<file path="config.mk">
export PLATFORM = sky130hd
export DESIGN_NAME = correlation_peak_detector
export DESIGN_NICKNAME = d
export VERILOG_FILES = /design/src/rtl/correlation_peak_detector.sv
export SDC_FILE = /design/constraint.sdc
export NUM_CORES = 1
export LEC_CHECK = 0
export BUFFER_PORTS_ARGS = -buffer_cell sky130_fd_sc_hd__buf_4
export CORE_MARGIN = 2
export CORE_UTILIZATION = 60
export CTS_BUF_LIST = sky130_fd_sc_hd__clkbuf_4 sky130_fd_sc_hd__clkbuf_8 sky130_fd_sc_hd__clkbuf_16
export DETAILED_ROUTE_END_ITERATION = 6
export HOLD_SLACK_MARGIN = 0.08
export PLACE_DENSITY = 0.85
export SLEW_MARGIN = 10
export SYNTH_ARGS = -nofsm -noshare
export SYNTH_HDL_FRONTEND = slang
export SYNTH_SLANG_ARGS = --single-unit
</file>
<file path="constraint.sdc">
create_clock -name clk -period 3.65 [get_ports clk]
set_input_delay 0.5475 -clock clk [delete_from_list [all_inputs] [get_ports clk]]
set_output_delay 0.5475 -clock clk [all_outputs]
set_load 0.005 [all_outputs]
</file>
<file path="src/rtl/correlation_peak_detector.sv">
// rtl/correlation_peak_detector.sv - per-window best-match search over 10-bit correlator words
// Emits the window's peak score and first-peak index, plus a saturating detect counter.
module correlation_peak_detector #(
  parameter int WINDOW    = 8,
  parameter int THRESHOLD = 8,
  localparam int IW       = $clog2(WINDOW)
) (
  input  logic          clk,
  input  logic          rst_n,
  input  logic          clear,
  input  logic          in_valid,
  output logic          in_ready,
  input  logic [9:0]    corr,
  output logic          res_valid,
  input  logic          res_ready,
  output logic [3:0]    res_peak,
  output logic [IW-1:0] res_index,
  output logic          res_detect,
  output logic [7:0]    det_count
);

  localparam logic [IW-1:0] LAST_IDX = IW'(WINDOW - 1);
  localparam logic [3:0]    THR      = 4'(THRESHOLD);

  logic [IW-1:0] idx_q;
  logic [3:0]    best_q;
  logic [IW-1:0] best_idx_q;
  logic          res_valid_q;
  logic [3:0]    res_peak_q;
  logic [IW-1:0] res_index_q;
  logic          res_detect_q;
  logic [7:0]    det_count_q;

  logic [3:0]    ones;
  logic [3:0]    score;
  logic [3:0]    best_d;
  logic [IW-1:0] best_idx_d;
  logic          detect_d;
  logic          accept;
  logic          last;

  assign in_ready = !clear && (!res_valid_q || res_ready);
  assign accept   = in_valid && in_ready;
  assign last     = accept && (idx_q == LAST_IDX);

  // A zero bit in the correlator word is a chip match.
  always_comb begin
    ones = 4'd0;
    for (int i = 0; i < 10; i++) begin
      ones = ones + {3'b000, corr[i]};
    end
    score = 4'd10 - ones;
  end

  // Strict compare keeps the earliest index on ties.
  always_comb begin
    best_d     = best_q;
    best_idx_d = best_idx_q;
    if (idx_q == '0) begin
      best_d     = score;
      best_idx_d = '0;
    end else if (score > best_q) begin
      best_d     = score;
      best_idx_d = idx_q;
    end
    detect_d = (best_d >= THR);
  end

  always_ff @(posedge clk or negedge rst_n) begin
    if (!rst_n) begin
      idx_q        <= '0;
      best_q       <= 4'd0;
      best_idx_q   <= '0;
      res_valid_q  <= 1'b0;
      res_peak_q   <= 4'd0;
      res_index_q  <= '0;
      res_detect_q <= 1'b0;
      det_count_q  <= 8'd0;
    end else begin
      if (res_valid_q && res_ready) begin
        res_valid_q <= 1'b0;
      end
      if (clear) begin
        idx_q      <= '0;
        best_q     <= 4'd0;
        best_idx_q <= '0;
      end else if (accept) begin
        best_q     <= best_d;
        best_idx_q <= best_idx_d;
        if (last) begin
          idx_q        <= '0;
          res_valid_q  <= 1'b1;
          res_peak_q   <= best_d;
          res_index_q  <= best_idx_d;
          res_detect_q <= detect_d;
          if (detect_d && (det_count_q != 8'hFF)) begin
            det_count_q <= det_count_q + 8'd1;
          end
        end else begin
          idx_q <= idx_q + 1'b1;
        end
      end
    end
  end

  assign res_valid  = res_valid_q;
  assign res_peak   = res_peak_q;
  assign res_index  = res_index_q;
  assign res_detect = res_detect_q;
  assign det_count  = det_count_q;

endmodule

</file>
==> impl_metrics.yaml, run 1 <==
outcome:
  run_status: "complete, but fails checks"
  failed_checks: "negative setup slack"
setup_path:
  setup.worst_path.class: "in -> reg"
  critical_path.reg2reg.startpoint: "idx_q[0]$_DFFE_PN0P_"
  ff2ff_setup_slack_ps: 1400
  path_common_cell: "sky130_fd_sc_hd__fa_1"
  critPathMaxFanout: 5
  worst_r2r_path_depth: 7
  worstReg2RegEnd: "det_count[1]$_DFFE_PN0P_"
  timing.critical_path.from_type: "input port"
  critPathSlowestCell: "sky130_fd_sc_hd__fa_1"
  cp.buffers_inverters: 6
  cp_top_family: "adder cells"
  required_ps: 3890
  arrival_ps: 4550
  sequence_of_cells_on_the_critical_path: "buf_6 > fa_1 > ha_2 > inv_2 > fa_1 > inv_1 > ha_2 > fa_1 > fa_2 > inv_2 > ha_4 > and2_4 > o21ai_2 > a32o_2 > buf_4 > buf_4 > mux2i_2 > o21ai_1"
  cpPeakStageDelay_ps: 570
  setup.worst_path.end_class: "register"
route:
  drt_pass1_iterations: 4
  postRouteAntennaNets: 0
  detailroute.via_count: 1517
  vias_per_cell: 5.880
  drt_iter0_markers: 134
  drt-wirelength-per-cell_um: 16.53
  remaining_drc_errors: 0
  total_length_of_routed_wires_um: 4266
clocking:
  h-tree-depth: 1
  clock_tree_from_tritoncts: "yes"
  clk_pin_slew_ps: 160
  worst_skew_pair.late_latency_ps: 350
  cts-buffers-inserted: 3
  clock_tree.root_cell: "sky130_fd_sc_hd__clkbuf_4"
  cts_buffer_depth: 2
  cts.sinks: 27
  cts-hold-fix-buffers: 0
yosys:
  synth_cell_type_count: 40
  number_of_flops_mapped_to_enable_cells_by_yosys: 0
  synth_top_cell_area_share_pct: 36.71
  avgSynthCellArea_um2: 10.06
  synth_area_leaders: "sky130_fd_sc_hd__dfrtp_1 (37%), sky130_fd_sc_hd__ha_1 (9.5%), sky130_fd_sc_hd__fa_1 (6.5%), sky130_fd_sc_hd__mux2i_1 (6.0%), sky130_fd_sc_hd__inv_1 (4.1%)"
  syn-instance-count: 183
  synth-async-reset-ratio_pct: 100.0
  ys_seq_elements: 27
  synth.net_count: 218
  dominantRegCellSynth: "sky130_fd_sc_hd__dfrtp_1"
  netlist_area_um2: 1841
  ys.warnings.count: 0
  ys_seq_area_share_pct: 36.71
  netlist.top_cell.by_area: "sky130_fd_sc_hd__dfrtp_1"
sta:
  timing.max_slew.rel_slack_pct: 66.15
  setup_viol: 23
  final.min_clock_period_ps: 4314
  final_min_period_over_clock_period_pct: 118.2
  final_ws_setup_ps: -664.4
  maxSlewViolCount: 0
  timing.clock.skew_ps: 7.054
  grt_setup_unrepaired: "true"
  maxClockFrequency_ghz: 0.2318
  worstMarginPinSlew_ps: 507.8
  finalHoldViolations: 0
pwr:
  power_density_nw_per_um2: 781.9
  max-vdd-ir-drop_mv: 0.7184
  leakagePower_nw: 1.118
  totalPowerFinal_mw: 1.836
layout:
  finalNetCount: 261
  final_cell_area_um2: 2349
  layout-drive-gt1-share_pct: 38.22
  regArea_um2: 675.6
  multiInputGateArea_um2: 1170
  areaGrowthSynthToFinish_pct: 27.60
  n_fill_cell: 181
  antenna_fix_cells: 0
  finish.utilization_pct: 78.87
die:
  die_w_um: 59.39
  die_area_um2: 3527
  std_cell_rows: 20
  floorplan.die.height_um: 59.39
  core_um2: 2978
  start_util_pct: 61.81
  num_io_pins: 33
grt:
  grt_first_pass_wirelength_um: 7286
  grt_antenna_before_repair: 0
  vias_in_the_first_global_route: 1575
  grt_start_max_net_pins: 28
  grt_util_overall_pct: 27.93
  globalRoute.totalOverflow: 0
placement:
  port_buffers: 32
  placed_area_um2: 2206
  dp_hpwl_um: 3183
  globalplace.congestion: 0.8430
min_path:
  min-delay-path-class: "in -> async"
job:
  maxCapViolations: 0
per-layer routing:
metal,GRT usage [%],part of all wire (%),vias up
met3,3.712,2.8,9
li1,-,-,712
met1,31.82,39,762
met4,12.01,2.6,0
met2,51.49,56,34
met5,0,0,-
how the worst max path moves through the flow:
stage | start | to | slack [ps] | depth (start not counted)
6_report | corr[1] | res_peak[1]$_DFFE_PN0P_ | -660 | 18
5_1_grt | corr[1] | res_peak[1]$_DFFE_PN0P_ | -740 | 18
4_1_cts | corr[1] | det_count[1]$_DFFE_PN0P_ | -660 | 16
3_5_place_dp | corr[6] | det_count[1]$_DFFE_PN0P_ | -1120 | 16
3_3_place_gp | corr[6] | best_q[1]$_DFFE_PN0P_ | -940 | 17
2_1_floorplan | corr[6] | det_count[1]$_DFFE_PN0P_ | -810 | 15
placed cells by master (no fill, tap or decap), types with 2 or more instances in the layout:
| master | count |
|---|---|
| sky130_fd_sc_hd__o31ai_1 | 2 |
| sky130_fd_sc_hd__xnor2_1 | 6 |
| sky130_fd_sc_hd__a21oi_1 | 2 |
| sky130_fd_sc_hd__mux2i_1 | 6 |
| sky130_fd_sc_hd__a32o_2 | 2 |
| sky130_fd_sc_hd__a22o_1 | 4 |
| sky130_fd_sc_hd__buf_4 | 43 |
| sky130_fd_sc_hd__ha_2 | 2 |
| sky130_fd_sc_hd__nor2_1 | 4 |
| sky130_fd_sc_hd__fa_1 | 3 |
| sky130_fd_sc_hd__and3_1 | 6 |
| sky130_fd_sc_hd__inv_1 | 16 |
| sky130_fd_sc_hd__o21ai_1 | 4 |
| sky130_fd_sc_hd__ha_4 | 3 |
| sky130_fd_sc_hd__nand2b_1 | 3 |
| sky130_fd_sc_hd__nand2_1 | 15 |
| sky130_fd_sc_hd__nand3_1 | 7 |
| sky130_fd_sc_hd__nor2b_1 | 2 |
| sky130_fd_sc_hd__nor3_1 | 12 |
| sky130_fd_sc_hd__clkbuf_4 | 3 |
| sky130_fd_sc_hd__buf_6 | 3 |
| sky130_fd_sc_hd__dfrtp_1 | 27 |
| sky130_fd_sc_hd__ha_1 | 9 |
| sky130_fd_sc_hd__inv_2 | 4 |
| sky130_fd_sc_hd__a32o_1 | 3 |
| sky130_fd_sc_hd__fa_2 | 3 |
| sky130_fd_sc_hd__mux2i_2 | 6 |
| sky130_fd_sc_hd__and2_1 | 2 |
what timing repair did:
action | 4_1_cts | 5_1_grt
resized for setup | 15 | 4
pin swaps | 10 | 5
setup buffers | 4 | 0
setup endpoints to repair | 23 | 23
power breakdown:
group / internal, mW / switching (mW)
Clock: 0.0422 / 0.0978
Combinational: 0.701 / 0.629
Sequential: 0.329 / 0.0363
final cells by class:
class                      instances  area share [%]
clock buffer                       3          0.9590
clock inverter                     1          0.3197
inverter                          20           3.197
multi-input combinational        128           49.81
sequential                        27           28.77
tap                               33           1.758
timing repair buffer              46           15.18
through the flow:
step           hold slack [ps]  worst slack (ps)  setup TNS [ps]  cells
6_report                 80.99            -664.4          -12580    258
3_3_place_gp             471.9            -944.7          -19380    251
5_1_grt                  101.6            -742.0          -14810    258
3_5_place_dp             481.2             -1123          -23500    251
4_1_cts                  99.79            -662.3          -12650    258
2_1_floorplan            251.9            -813.3          -14350    183
flip-flops by register name, indices dropped and copies added (netlist names):
signal / flops
res_peak: 4
idx_q: 3
res_detect: 1
det_count: 8
best_q: 4
res_valid: 1
res_index: 3
best_idx_q: 3
kinds of logic after synthesis:
kind of cell | Yosys count | share of synthesized area (%)
AND/OR/NAND/NOR | 62 | 18.29
multiplexers | 13 | 7.546
flip-flops | 27 | 36.71
AO/OA/AOI/OAI | 25 | 10.20
buffers and inverters | 28 | 7.001
XOR/XNOR | 8 | 4.215
adder cells (fa/ha/maj) | 20 | 16.04
cells in the mapped netlist (all sizes together) (2+ instances only):
| cell | n |
|---|---|
| dfrtp | 27 |
| inv | 20 |
| nand2 | 15 |
| ha | 14 |
| mux2i | 12 |
| nor3 | 12 |
| xnor2 | 8 |
| nand3 | 7 |
| and3 | 6 |
| fa | 6 |
| o21ai | 6 |
| a32o | 5 |
| nor2 | 5 |
| a22o | 4 |
| and2 | 4 |
| buf | 4 |
| clkbuf | 4 |
| nand2b | 4 |
| a21oi | 3 |
| nor2b | 3 |
| o31ai | 2 |
Note: power is estimated with default switching activity, not from simulation.
==> inputs of run 2 (changes only) <==
--- a/config.mk
+++ b/config.mk
@@ -5,13 +5,15 @@
 export SDC_FILE = /design/constraint.sdc
 export NUM_CORES = 1
 export LEC_CHECK = 0
+export ABC_AREA = 1
 export BUFFER_PORTS_ARGS = -buffer_cell sky130_fd_sc_hd__buf_4
 export CORE_MARGIN = 2
-export CORE_UTILIZATION = 60
+export CORE_UTILIZATION = 59
 export CTS_BUF_LIST = sky130_fd_sc_hd__clkbuf_4 sky130_fd_sc_hd__clkbuf_8 sky130_fd_sc_hd__clkbuf_16
 export DETAILED_ROUTE_END_ITERATION = 6
 export HOLD_SLACK_MARGIN = 0.08
-export PLACE_DENSITY = 0.85
+export PLACE_DENSITY = 0.84
+export SETUP_SLACK_MARGIN = 0.5
 export SLEW_MARGIN = 10
 export SYNTH_ARGS = -nofsm -noshare
 export SYNTH_HDL_FRONTEND = slang
==> run 2 against run 1 <==
The run still ends with negative setup slack left. Clock skew barely moved. Combinational power rose by 19%. Final area increased by 2.1%. Worst hold slack improved by 29 ps. Cell count is 9.7% higher. Sequential share of layout area is 0.59 points lower. Synthesized cell count grew 9.8%. Utilization up 7.3 points. Clock power shrank 9%. Maximum frequency increased by 2.4%. Register-to-register slack improved by 290 ps. Setup slack improved by 100 ps.
==> impl_metrics.yaml, run 2 <==
yosys:
  yosysMostFrequentCell: "sky130_fd_sc_hd__nand2_1"
  syn-instance-count: 201
  netlist_top_cells_count: "sky130_fd_sc_hd__nand2_1 (60), sky130_fd_sc_hd__inv_1 (34), sky130_fd_sc_hd__dfrtp_1 (27), sky130_fd_sc_hd__ha_1 (14), sky130_fd_sc_hd__o21ai_0 (10)"
  synth-async-reset-ratio_pct: 100.0
  ys_seq_elements: 27
  ys.warnings.count: 0
  avgSynthCellArea_um2: 8.671
  dominantRegCellSynth: "sky130_fd_sc_hd__dfrtp_1"
  synth_top_cell_area_share_pct: 38.77
  number_of_flops_mapped_to_enable_cells_by_yosys: 0
  netlist.top_cell.by_area: "sky130_fd_sc_hd__dfrtp_1"
  synth.net_count: 236
  synth_area_leaders: "sky130_fd_sc_hd__dfrtp_1 (39%), sky130_fd_sc_hd__nand2_1 (13%), sky130_fd_sc_hd__ha_1 (10%), sky130_fd_sc_hd__inv_1 (7.3%), sky130_fd_sc_hd__fa_1 (6.9%)"
  netlist_area_um2: 1743
  ys_seq_area_share_pct: 38.77
  synth_cell_type_count: 26
sta:
  fin_worst_hold_slack_ps: 110.1
  final_min_period_over_clock_period_pct: 115.4
  timing.clock.skew_ps: 7.229
  finalHoldViolations: 0
  final_ws_setup_ps: -561.9
  maxClockFrequency_ghz: 0.2374
  final.min_clock_period_ps: 4212
  grt_setup_unrepaired: "true"
  worstMarginPinSlew_ps: 371.0
  maxSlewViolCount: 0
  timing.max_slew.rel_slack_pct: 75.21
  setup_viol: 23
  fin_setup_tns_ps: -11070
die:
  start_util_pct: 62.66
  std_cell_rows: 19
  floorplan.die.height_um: 58.35
  num_io_pins: 33
  die_area_um2: 3405
  die_w_um: 58.35
  core_um2: 2781
clocking:
  cts_buffer_depth: 2
  worst_skew_pair.late_latency_ps: 310
  clock_tree.root_cell: "sky130_fd_sc_hd__clkbuf_4"
  cts.sinks: 27
  cts-buffers-inserted: 3
  clock_tree_from_tritoncts: "yes"
  clk_pin_slew_ps: 150
  h-tree-depth: 1
layout:
  antenna_fix_cells: 0
  final_cell_area_um2: 2397
  largest_register_ffs: 8
  areaGrowthSynthToFinish_pct: 37.54
  finish.utilization_pct: 86.19
  multiInputGateArea_um2: 1136
  finalNetCount: 288
  regArea_um2: 675.6
  n_fill_cell: 154
  layout_common_cells: "sky130_fd_sc_hd__nand2_1 (50), sky130_fd_sc_hd__buf_4 (43), sky130_fd_sc_hd__inv_1 (29)"
  final_cell_count_no_fill: 283
  mostFrequentLayoutCell: "sky130_fd_sc_hd__nand2_1"
  layout-drive-gt1-share_pct: 38.89
route:
  postRouteAntennaNets: 0
  remaining_drc_errors: 0
  drt-wirelength-per-cell_um: 16.84
  drt_pass1_iterations: 4
  drt_iter0_markers: 78
  detailroute.via_count: 1562
  vias_per_cell: 5.519
  total_length_of_routed_wires_um: 4766
setup_path:
  required_ps: 3850
  critPathMaxFanout: 8
  cpPeakStageDelay_ps: 590
  timing.critical_path.from_type: "input port"
  critPathSlowestCell: "sky130_fd_sc_hd__fa_1"
  sequence_of_cells_on_the_critical_path: "buf_6 > fa_1 > ha_4 > inv_2 > fa_1 > inv_1 > ha_2 > fa_1 > fa_2 > xor2_2 > inv_2 > ha_4 > nand2_2 > inv_2 > nand2_2 > nand2_4 > nand2_8 > nand2_8 > buf_4 > nand2_1 > o21ai_2 > o22ai_1"
  ff2ff_setup_slack_ps: 1690
  setup.worst_path.end_class: "register"
  arrival_ps: 4410
  setup.worst_path.class: "in -> reg"
job:
  maxCapViolations: 0
pwr:
  power_density_nw_per_um2: 863.7
  max-vdd-ir-drop_mv: 1.139
  leakagePower_nw: 1.248
  totalPowerFinal_mw: 2.071
min_path:
  min-delay-path-class: "in -> async"
outcome:
  failed_checks: "negative setup slack"
  run_status: "complete, but fails checks"
grt:
  grt_antenna_before_repair: 0
  grt_start_max_net_pins: 28
  grt_first_pass_wirelength_um: 6948
  globalRoute.totalOverflow: 0
  grt_util_overall_pct: 26.76
  vias_in_the_first_global_route: 1528
placement:
  preCtsSetupSlack_ps: -868.3
  port_buffers: 32
  globalplace.congestion: 0.8375
  placedCellCount: 268
  placed_area_um2: 2093
  dp_hpwl_um: 2827
[run 2: changes by cell type in the layout (fill, tap and decap cells not counted), moves of 4 or more]
cell	delta
sky130_fd_sc_hd__mux2i_2	-6
sky130_fd_sc_hd__and3_1	-6
sky130_fd_sc_hd__nand2_2	+6
sky130_fd_sc_hd__xor2_1	+5
sky130_fd_sc_hd__nand2_4	+8
sky130_fd_sc_hd__o21ai_1	+5
sky130_fd_sc_hd__nand2_1	+35
sky130_fd_sc_hd__a22o_1	-4
sky130_fd_sc_hd__inv_1	+13
sky130_fd_sc_hd__xnor2_1	-5
sky130_fd_sc_hd__nand4_1	+8
sky130_fd_sc_hd__nand3_1	-4
sky130_fd_sc_hd__nor3_1	-11
sky130_fd_sc_hd__mux2i_1	-6
[run 2: cells by family (layout without fill, tap and decap cells)]
logic type                 count (synthesis)  in the layout  share of synthesized area (%)
xor gates and xnor gates                   7              7                          3.518
adders and majority gates                 20             20                          16.94
buffers and inverters                     37             87                          8.470
DFF                                       27             27                          38.77
and+or+nand+nor                           88             89                          25.05
AOI/OAI and AO/OA                         22             22                          7.250
[run 2: path summary, 6_finish.rpt]
| path | from | to | depth (start not counted) |
|---|---|---|---|
| setup / recovery | corr[3] | best_q[1]$_DFFE_PN0P_ | 22 |
| hold / removal | rst_n | det_count[0]$_DFFE_PN0P_ | 1 |
| setup reg to reg | best_q[1]$_DFFE_PN0P_ | best_q[1]$_DFFE_PN0P_ | 11 |
| hold reg to reg | best_idx_q[2]$_DFFE_PN0P_ | best_idx_q[2]$_DFFE_PN0P_ | 2 |
| max in group asynchronous | rst_n | best_q[1]$_DFFE_PN0P_ | 1 |
| min in group clk | res_ready | res_valid$_DFF_PN0_ | 4 |
[run 2: per-layer routing]
metal	GRT usage, %	vias up	wire length, um
li1	-	740	-
met1	36.34	761	1919
met2	46.87	51	2567
met3	3.077	10	191
met4	4.983	0	87
met5	0	-	0
[run 2: timing repair]
| item | 4_1_cts | 5_1_grt |
|---|---|---|
| pin swaps | 22 | 15 |
| hold buffers | 0 | 0 |
| gates resized for setup | 32 | 13 |
| gates cloned | 1 | 0 |
| setup endpoints to repair | 23 | 23 |
| buffers inserted | 5 | 5 |
[run 2: critical path, delay by kind of cell]
kind	cells	cell delay, ps
compound gates	2	210
fa+ha+maj	7	2540
buf+inv	6	460
xor+xnor	1	170
simple gates	6	480
[run 2: layout make-up]
| class | count | area share, % |
|---|---|---|
| clock inverters | 1 | 0.2088 |
| clock buffers | 3 | 0.9395 |
| inverters | 35 | 5.480 |
| multi-input cells | 138 | 47.39 |
| flip-flops and latches | 27 | 28.18 |
| well taps | 31 | 1.618 |
| repair buffers | 48 | 16.18 |
[run 2: where the power goes]
part / leakage, nW / internal, mW / total, mW / switching [mW]
sequential: 0.370 / 0.338 / 0.369 / 0.0303
combinational: 0.860 / 0.709 / 1.58 / 0.866
clock: 0.0177 / 0.0409 / 0.127 / 0.0857
